`src/rtl/map_pkg.sv`:
```
// Shared constants and FSM state type for the per-frame collision probe scheduler.
// COLLISION_MIDPOINT_EN adds a third, mid-edge probe to every edge.
package map_pkg;
  localparam int SCREEN_W = 640;
  localparam int SCREEN_H = 480;

  localparam logic [1:0] EDGE_UP    = 2'd0;
  localparam logic [1:0] EDGE_DOWN  = 2'd1;
  localparam logic [1:0] EDGE_LEFT  = 2'd2;
  localparam logic [1:0] EDGE_RIGHT = 2'd3;

`ifdef COLLISION_MIDPOINT_EN
  localparam int PROBES_PER_EDGE = 3;
`else
  localparam int PROBES_PER_EDGE = 2;
`endif
  localparam int PROBES_PER_PLAYER = 4 * PROBES_PER_EDGE;
  localparam int NUM_PROBES        = 2 * PROBES_PER_PLAYER;
  localparam int IDX_W             = 5;

  typedef enum logic [1:0] {
    S_IDLE    = 2'd0,
    S_RUN     = 2'd1,
    S_PUBLISH = 2'd2
  } state_t;
endpackage

```
`src/rtl/collision_probe_gen.sv`:
```
// Combinational probe coordinate generator: maps a probe index and a top-left
// position to an 11-bit signed pixel coordinate, its edge and an out-of-range flag.
module collision_probe_gen
  import map_pkg::*;
#(
  parameter int CHAR_W = 32,
  parameter int CHAR_H = 32
) (
  input  logic [9:0]        x_i,
  input  logic [9:0]        y_i,
  input  logic [IDX_W-1:0]  idx_i,
  output logic signed [10:0] px_o,
  output logic signed [10:0] py_o,
  output logic [1:0]        edge_o,
  output logic              oor_o
);
  localparam logic signed [10:0] ONE        = 11'sd1;
  localparam logic signed [10:0] OFF_W      = 11'(CHAR_W);
  localparam logic signed [10:0] OFF_W_LAST = 11'(CHAR_W - 1);
  localparam logic signed [10:0] OFF_W_MID  = 11'(CHAR_W / 2);
  localparam logic signed [10:0] OFF_H      = 11'(CHAR_H);
  localparam logic signed [10:0] OFF_H_LAST = 11'(CHAR_H - 1);
  localparam logic signed [10:0] OFF_H_MID  = 11'(CHAR_H / 2);

  logic [IDX_W-1:0]  rem;
  logic [IDX_W-1:0]  corner;
  logic signed [10:0] xs;
  logic signed [10:0] ys;
  logic signed [10:0] along_x;
  logic signed [10:0] along_y;

  always_comb begin
    rem    = idx_i % IDX_W'(PROBES_PER_PLAYER);
    edge_o = 2'(rem / IDX_W'(PROBES_PER_EDGE));
    corner = rem % IDX_W'(PROBES_PER_EDGE);
    xs     = signed'({1'b0, x_i});
    ys     = signed'({1'b0, y_i});

    // Position along the edge: first corner, second corner, then midpoint.
    if (corner == '0) begin
      along_x = xs;
      along_y = ys;
    end else if (corner == IDX_W'(1)) begin
      along_x = xs + OFF_W_LAST;
      along_y = ys + OFF_H_LAST;
    end else begin
      along_x = xs + OFF_W_MID;
      along_y = ys + OFF_H_MID;
    end

    px_o = along_x;
    py_o = along_y;
    case (edge_o)
      EDGE_UP:   py_o = ys - ONE;
      EDGE_DOWN: py_o = ys + OFF_H;
      EDGE_LEFT: px_o = xs - ONE;
      default:   px_o = xs + OFF_W;
    endcase

    oor_o = px_o[10] | py_o[10] |
            (px_o[9:0] >= 10'(SCREEN_W)) | (py_o[9:0] >= 10'(SCREEN_H));
  end
endmodule

```
`src/rtl/map_collision_sched.sv`:
```
// Per-frame collision probe scheduler: walks a fixed probe sequence through one
// shared wall-map port and publishes per-edge blocked flags (COLLISION_MIDPOINT_EN adds midpoints).
module map_collision_sched
  import map_pkg::*;
#(
  parameter int CHAR_W = 32,
  parameter int CHAR_H = 32
) (
  input  logic       Clk,
  input  logic       Reset,
  input  logic       frame_start,
  input  logic [9:0] p0_x,
  input  logic [9:0] p0_y,
  input  logic [9:0] p1_x,
  input  logic [9:0] p1_y,
  output logic [9:0] query_x,
  output logic [9:0] query_y,
  input  logic       query_is_wall,
  output logic [3:0] p0_blk,
  output logic [3:0] p1_blk,
  output logic       busy,
  output logic       done,
  output logic       overrun
);
  state_t           state_q;
  logic [IDX_W-1:0] idx_q;
  logic [9:0]       x0_q, y0_q, x1_q, y1_q;
  logic [3:0]       acc0_q, acc1_q, acc0_d, acc1_d;
  logic [9:0]       qx_q, qy_q;
  logic             cur_oor_q;
  logic [1:0]       cur_edge_q;
  logic             cur_player_q;
  logic [3:0]       blk0_q, blk1_q;
  logic             busy_q, done_q, ovr_q;

  logic             start;
  logic [IDX_W-1:0] nxt_idx;
  logic             nxt_player;
  logic [9:0]       src_x, src_y;
  logic             last;
  logic             hit;
  logic [3:0]       edge_mask;
  logic signed [10:0] gen_px, gen_py;
  logic [1:0]       gen_edge;
  logic             gen_oor;

  // The generator always looks one probe ahead so query_x/query_y are registered.
  always_comb begin
    start      = frame_start && (state_q != S_RUN);
    nxt_idx    = (state_q == S_RUN) ? idx_q + IDX_W'(1) : '0;
    nxt_player = (nxt_idx >= IDX_W'(PROBES_PER_PLAYER));
    if (start) begin
      src_x = p0_x;
      src_y = p0_y;
    end else if (nxt_player) begin
      src_x = x1_q;
      src_y = y1_q;
    end else begin
      src_x = x0_q;
      src_y = y0_q;
    end
    last      = (idx_q == IDX_W'(NUM_PROBES - 1));
    hit       = cur_oor_q | query_is_wall;
    edge_mask = hit ? (4'b0001 << cur_edge_q) : 4'b0000;
    acc0_d    = acc0_q | (cur_player_q ? 4'b0000 : edge_mask);
    acc1_d    = acc1_q | (cur_player_q ? edge_mask : 4'b0000);
  end

  collision_probe_gen #(
    .CHAR_W (CHAR_W),
    .CHAR_H (CHAR_H)
  ) u_gen (
    .x_i    (src_x),
    .y_i    (src_y),
    .idx_i  (nxt_idx),
    .px_o   (gen_px),
    .py_o   (gen_py),
    .edge_o (gen_edge),
    .oor_o  (gen_oor)
  );

  always_ff @(posedge Clk) begin
    if (Reset) begin
      state_q      <= S_IDLE;
      idx_q        <= '0;
      x0_q         <= '0;
      y0_q         <= '0;
      x1_q         <= '0;
      y1_q         <= '0;
      acc0_q       <= '0;
      acc1_q       <= '0;
      qx_q         <= '0;
      qy_q         <= '0;
      cur_oor_q    <= 1'b0;
      cur_edge_q   <= '0;
      cur_player_q <= 1'b0;
      blk0_q       <= '0;
      blk1_q       <= '0;
      busy_q       <= 1'b0;
      done_q       <= 1'b0;
      ovr_q        <= 1'b0;
    end else begin
      done_q <= 1'b0;
      case (state_q)
        S_RUN: begin
          if (frame_start) ovr_q <= 1'b1;
          acc0_q <= acc0_d;
          acc1_q <= acc1_d;
          if (last) begin
            blk0_q  <= acc0_d;
            blk1_q  <= acc1_d;
            done_q  <= 1'b1;
            busy_q  <= 1'b0;
            state_q <= S_PUBLISH;
          end else begin
            idx_q        <= nxt_idx;
            qx_q         <= 10'(gen_px);
            qy_q         <= 10'(gen_py);
            cur_oor_q    <= gen_oor;
            cur_edge_q   <= gen_edge;
            cur_player_q <= nxt_player;
          end
        end
        default: begin
          if (start) begin
            x0_q         <= p0_x;
            y0_q         <= p0_y;
            x1_q         <= p1_x;
            y1_q         <= p1_y;
            idx_q        <= '0;
            acc0_q       <= '0;
            acc1_q       <= '0;
            qx_q         <= 10'(gen_px);
            qy_q         <= 10'(gen_py);
            cur_oor_q    <= gen_oor;
            cur_edge_q   <= gen_edge;
            cur_player_q <= nxt_player;
            busy_q       <= 1'b1;
            state_q      <= S_RUN;
          end else begin
            busy_q  <= 1'b0;
            state_q <= S_IDLE;
          end
        end
      endcase
    end
  end

  assign query_x = qx_q;
  assign query_y = qy_q;
  assign p0_blk  = blk0_q;
  assign p1_blk  = blk1_q;
  assign busy    = busy_q;
  assign done    = done_q;
  assign overrun = ovr_q;
endmodule

```
`config.mk`:
```
export PLATFORM = sky130hd
export DESIGN_NAME = map_collision_sched
export DESIGN_NICKNAME = d
export VERILOG_FILES = /design/src/rtl/map_pkg.sv /design/src/rtl/collision_probe_gen.sv /design/src/rtl/map_collision_sched.sv
export SDC_FILE = /design/constraint.sdc
export NUM_CORES = 1
export LEC_CHECK = 0
export ABC_AREA = 1
export CORE_MARGIN = 10
export CORE_UTILIZATION = 47
export CTS_CLUSTER_DIAMETER = 200
export DETAILED_ROUTE_END_ITERATION = 6
export PLACE_DENSITY = 0.74
export SKIP_LAST_GASP = 1
export SYNTH_ARGS = -nofsm -noshare
export SYNTH_HDL_FRONTEND = slang
export SYNTH_SLANG_ARGS = --single-unit
```
`constraint.sdc`:
```
create_clock -name Clk -period 2.55 [get_ports Clk]
set_clock_uncertainty 0.05 [all_clocks]
set_input_delay 0.255 -clock Clk [delete_from_list [all_inputs] [get_ports Clk]]
set_output_delay 0.255 -clock Clk [all_outputs]
set_load 0.01 [all_outputs]
```
After elaboration in Yosys (flattened, before gate mapping)

Index checks and enable logic that the tools add are counted.

Bits in registers: 90
Bits of input ports: 44
Word-level logic and storage cells: 97

Add/subtract/negate cells: 9
$lt $le $gt $ge: 3
Equality and inequality tests: 7
Shifts and indexed selects: 1
Mux-type cells: 42
Bitwise logic cells: 7
Reduce and logical (&&, ||, !) cells: 10

Operators with widths:

| kind                  | count |
|---|---|
| $mux 10               | 10 |
| $add 10x5->11 const B | 4 |
| $mux 11               | 4 |
| $pmux 11 s2           | 2 |
| $mux 4                | 6 |
| $add 10x6->11 const B | 2 |
| $sub 10x1->11 const B | 2 |
| $mux 5                | 4 |
| $mux 1                | 11 |
| $ge 10x10->1 const B  | 1 |
| $ge 10x9->1 const B   | 1 |
| $mux 2                | 5 |
| $or 4x4->4            | 2 |
| $reduce_and 2->1      | 4 |
| $add 5x1->5 const B   | 1 |
| $eq 5x4->1 const B    | 1 |
| $ge 5x4->1 const B    | 1 |
| $logic_not 5->1       | 1 |
| $eq 2x1->1 const B    | 2 |
| $ne 2x2->1 const B    | 2 |
| $or 1x1->1            | 4 |
| $reduce_or 2->1       | 2 |
| $shl 1x2->4 const A   | 1 |
| $eq 2x2->1 const B    | 1 |
| other kinds (5)       | 5 |

Depth between registers and ports, before layout

Word-level depth: 14
Depth in mapped cells: 25
Depth with buffers taken out: 24

By module

From an unflattened synthesis, not the netlist that was laid out.

Cell total of the unflattened synthesis: 761
Area, all modules: 5006.1 um^2

By module, submodules not included:

| module              | times used | cells each | area each (um^2) |
|---|---|---|---|
| map_collision_sched | 1          | 528        | 3896.2 |
| collision_probe_gen | 1          | 233        | 1109.8 |

Worst setup path before layout

No wires, ideal clock.

Path type: reg-to-reg
From: reg idx_q[0]
To: reg cur_oor_q
Library setup time: 0.109 ns
Arrival time: 2.625 ns
Required time: 2.391 ns
Slack: -0.234 ns
Stages on the path, launching flop included: 24
Path buffers: 1
Clock period less this slack: 2.784 ns
Cell sequence: dfxtp_1 -> ha_1 -> nand2_1 -> nor2_1 -> ha_1 -> inv_1 -> nand2_1 -> nand2_4 -> buf_8 -> inv_2 -> nor2_1 -> nor3_2 -> ha_1 -> nand3_1 -> nor2_1 -> nand3_1 -> nand3_1 -> nand2_1 -> nor2_1 -> nand2_1 -> nand2_1 -> nand3_1 -> nand2_1 -> inv_1

Longest elaborated chain between the ends: 14
Elaborated cells on any way between the ends: 37
Those cells by class: add/sub (9); order compare (3); eq/ne (4); mux (14); bitwise (3); reduce/logical (4)

Ends and longest elaborated chain:

| what                                       | RTL line                                               | source |
|---|---|---|
| from (decl)                                | map_collision_sched.sv:26                              | `logic [IDX_W-1:0] idx_q;` |
| from (signal assigned)                     | map_collision_sched.sv:116                             | `idx_q <= nxt_idx;` |
| $add 5x1->5                                | map_collision_sched.sv:50                              | `nxt_idx = (state_q == S_RUN) ? idx_q + IDX_W'(1) : '0;` |
| $mux 5                                     | map_collision_sched.sv:50                              |  |
| $ge 5x4->1                                 | map_collision_sched.sv:51                              | `nxt_player = (nxt_idx >= IDX_W'(PROBES_PER_PLAYER));` |
| $mux 10                                    | map_collision_sched.sv:55                              | `end else if (nxt_player) begin` |
| $mux 10                                    | map_collision_sched.sv:52                              | `if (start) begin` |
| $add 10x5->11 (on tied branches)           | -                                                      |  |
| $mux 11                                    | collision_probe_gen.sv:43                              | `end else if (corner == IDX_W'(1)) begin` |
| $mux 11                                    | collision_probe_gen.sv:40                              | `if (corner == '0) begin` |
| $pmux 11 s2                                | collision_probe_gen.sv:53                              | `case (edge_o)` |
| $ge 10x10->1 or $or 1x1->1 (tied branches) | collision_probe_gen.sv:61, collision_probe_gen.sv:60   |  |
| $or 1x1->1                                 | collision_probe_gen.sv:60                              | `oor_o = px_o[10] \| py_o[10] \|` |
| $or 1x1->1                                 | collision_probe_gen.sv:61                              | `(px_o[9:0] >= 10'(SCREEN_W)) \| (py_o[9:0] >= 10'(SCREEN_H));` |
| $mux 1 (on tied branches)                  | map_collision_sched.sv:125, map_collision_sched.sv:109 |  |
| $mux 1                                     | map_collision_sched.sv:104                             | `case (state_q)` |
| to (signal assigned)                       | map_collision_sched.sv:119                             | `cur_oor_q <= gen_oor;` |
| to (signal assigned)                       | map_collision_sched.sv:135                             | `cur_oor_q <= gen_oor;` |
| to (decl)                                  | map_collision_sched.sv:30                              | `logic cur_oor_q;` |

Several ways; a longest one is shown, not always the timed one. The select of a mux whose other input is x is not followed.
A chain may end at the register's enable or synchronous reset.

Worst setup path in the final report

Ends and elaborated chain as after synthesis.

==> PnR_summary.wiki <==
{| class="wikitable"
! Metric !! Value
|-
| Run status || finished with violations
|-
| Violated checks || setup timing
|-
| Crit end category || flop
|-
| Flop and latch count out of synthesis || 87
|-
| Inserted Clock Buffers || 9
|-
| Final worst-path setup slack || -0.3839 ns
|-
| WS Path Type || reg2reg
|-
| Clock-pin slew on the worst setup and hold paths || ~0.1 ns
|-
| Worst Max-Slew Pin Slew || around 0.46 ns
|-
| Core outline area || approximately 10,000 sq um
|-
| Number of setup violations in the final report || 12
|-
| First-iteration detailed-routing DRC count || around 510
|-
| Worst hold-check path type || in2reg
|-
| Starting utilization of the core area || 0.4849
|-
| Height of the die || around 120 microns
|-
| Routed wire length || 17.21 mm
|-
| Pwr/cell area || roughly 500 nW/um^2
|-
| Post-Syn Nets || roughly 820
|-
| Endpoint required time on the critical path || between 2 and 3 ns
|-
| Total of max-cap violations || 0
|-
| Final count of pins violating max slew || 0
|-
| Final hold vios || 0
|-
| Mean Syn Cell Area || ~6.6 sq um
|-
| H-tree lvl count || 3
|-
| Root buffer selected by CTS || sky130_fd_sc_hd__clkbuf_8
|-
| Number of standard-cell rows in the floorplan || 37
|-
| Critical-path top delay cell || sky130_fd_sc_hd__dfxtp_4
|-
| P&R area growth vs syn || 55.09%
|-
| Reg2reg path depth || 20
|-
| Area after detailed placement || about 6600 sq um
|-
| First-pass GRT wire length || roughly 26 mm
|-
| Synth warn || 0
|-
| Achievable frequency || around 340 MHz
|-
| Delay of the slowest cell on the worst path || 0.36 ns
|-
| Most common cell after layout, fill and taps aside || sky130_fd_sc_hd__nand2_1
|-
| Cell type with the highest aggregate area in the netlist || sky130_fd_sc_hd__dfxtp_1
|-
| Post-layout nets || approximately 1,000
|-
| Distinct cell type count of the synthesized netlist || 44
|-
| TritonCTS clock tree || yes
|-
| Number of global-route vias before repair || 5,630
|-
| Number of sinks on the clock net || 87
|-
| Fraction of post-synthesis cell area in the top cell type by area || 0.3464
|-
| Number of vias after detailed routing || 5,801
|-
| Clk Latency, worst-skew pair || around 0.38 ns
|-
| Largest net degree at the start of global routing || 31
|-
| Total routing usage reported by global routing || 0.2110
|-
| Top cells by area, synth || sky130_fd_sc_hd__dfxtp_1, sky130_fd_sc_hd__nand2_1, sky130_fd_sc_hd__inv_1
|-
| Aggregate global routing overflow || 0
|-
| Residual DRC || 0
|-
| Peak fanout along the critical path || 8
|-
| Dpl ws || -0.4288 ns
|-
| Part of the Yosys area used for sequential elements || 0.3464
|-
| Gate count of the mapped netlist || ~760
|-
| Period Utilization, post-route || 1.151
|-
| Placed wire-length estimate after detailed placement || about 11 mm
|-
| Leakage power || roughly 3.5 nW
|-
| Sequence of cells on the critical path || ha_4 > nand2_2 > nor2_2 > ha_1 > inv_2 > nand2_8 > nand2_8 > a21oi_2 > nor2_4 > buf_4 > nor2_2 > buf_4 > nand4_1 > a21oi_2 > nor2_2 > nand2_1 > nand2_1 > nand3_1 > nand2_1 > inv_1
|-
| Highest ir drop seen on vdd || 478.8 uV
|-
| Arrival time reported for the critical path endpoint || around 3.2 ns
|-
| Top library cells by usage in the layout, fill and taps aside || sky130_fd_sc_hd__nand2_1, sky130_fd_sc_hd__buf_4, sky130_fd_sc_hd__inv_1
|-
| Top-level I/O count || 75
|-
| Minimum clock period || slightly below 3 ns
|-
| Final non-filler cell area || between 7000 and 8000 sq um
|-
| Worst slew margin relative to its limit || 0.6929
|-
| Hold Path Cell Cnt || 3
|-
| Routability congestion estimate || a little under 1
|-
| Number of nets with antenna violations after routing || 0
|-
| Antenna cells || 0
|-
| Number of port buffers || 74
|-
| Die Outline Area || about 15,000 sq um
|-
| Startpoint type of the worst setup path || flop
|-
| Router iterations before antenna repair || 6
|-
| Clock Tree Buf Depth || 2
|-
| Fraction of layout cells with a size suffix above 1 || 0.3239
|-
| Via density || around 5.3
|-
| Synthesized cell area || 5029 sq um
|-
| Number of antenna violations at the first check in global routing || 0
|-
| Number of hold-repair buffers added at the cts stage || 0
|-
| Routed length per instance || ~16 microns
|-
| Unrepaired setup endpoints after global routing || yes
|-
| DIE WIDTH || between 100 and 150 microns
|}
[synthesized netlist by cell type, drive strengths merged]
cell type and instances:
nand2 191, inv 115, nor2 93, dfxtp 87
a21oi 76, nand3 48, o21ai 48, clkbuf 16
buf 11, nand4 10, o211ai 10, xor2 10
ha 9, nor3 7, a211oi 5, o21a 4
o21bai 4, a21boi 3, a31oi 2, clkinv 2
nand3b 2, o221a 2, or2 2, a22oi 1
nor3b 1, o221ai 1, o41ai 1, xnor2 1
[through the flow]
step	hold slack, ns	util	power [mW]	cells	setup TNS, ns
2_1_floorplan	0.3535	-	2.138	762	-0.1999
3_3_place_gp	0.3916	0.6408	2.616	1051	-2.664
3_5_place_dp	0.4018	0.6408	2.638	1051	-3.687
4_1_cts	0.3762	0.6949	3.701	1082	-1.521
5_1_grt	0.3731	0.7521	4.103	1093	-4.016
6_report	0.3781	0.7521	3.909	1093	-2.420
[where the power goes]
part | switching (mW) | internal (mW)
clock | 0.594 | 0.384
combinational | 0.764 | 0.651
sequential | 0.0601 | 1.46
total | 1.42 | 2.49
[critical path: cells and delay by family, from the launching register on]
kind	cells	cell delay (ns)
simple gates	12	1.12
buf+inv	4	0.45
fa+ha+maj	2	0.45
compound gates	2	0.42
flops	1	0.36
[cells by family (layout without fill, tap and decap cells)]
family,after synthesis,after routing,share of synthesized area
xor gates and xnor gates,11,11,0.01916
adders and majority gates,9,9,0.02239
AOI/OAI and AO/OA,157,157,0.1819
buffers and inverters,144,337,0.1172
DFF,87,87,0.3464
and+or+nand+nor,354,356,0.3130
[per-layer routing]
layer | track usage | routed length (microns)
met1 | 0.2408 | 6876
met2 | 0.3758 | 8705
met3 | 0.04877 | 1047
met4 | 0.07642 | 575
met5 | 0 | 0
[state kept, by name, summed over array words and instances, names as in the netlist, 3 cells and up]
| name | count |
|---|---|
| idx_q | 3 |
| p1_blk | 4 |
| x0_q | 10 |
| query_y | 10 |
| acc1_q | 4 |
| acc0_q | 4 |
| y1_q | 10 |
| x1_q | 10 |
| y0_q | 10 |
| p0_blk | 4 |
| query_x | 10 |
[timing repair]
action	CTS	global route
pin swaps	42	51
setup endpoints to repair	14	15
buffers inserted	13	13
resized for setup	57	121
cloned	2	1
[path summary, 6_finish.rpt]
path             start   endpoint  slack (ns)
min            p1_x[8]    x1_q[8]        0.38
max reg2reg   idx_q[0]  cur_oor_q       -0.38
max           idx_q[0]  cur_oor_q       -0.38
min reg2reg  acc1_q[2]  acc1_q[2]        0.42
[layout make-up]
class / instances / area [sq um]
fill: 760 / 2571
clock inverter: 7 / 77.57
timing repair buffer: 204 / 1783
sequential: 87 / 1747
multi-input combinational: 533 / 3443
inverter: 117 / 454.2
tap: 136 / 170.2
clock buffer: 9 / 123.9
Note: power is estimated with default switching activity, not from simulation.
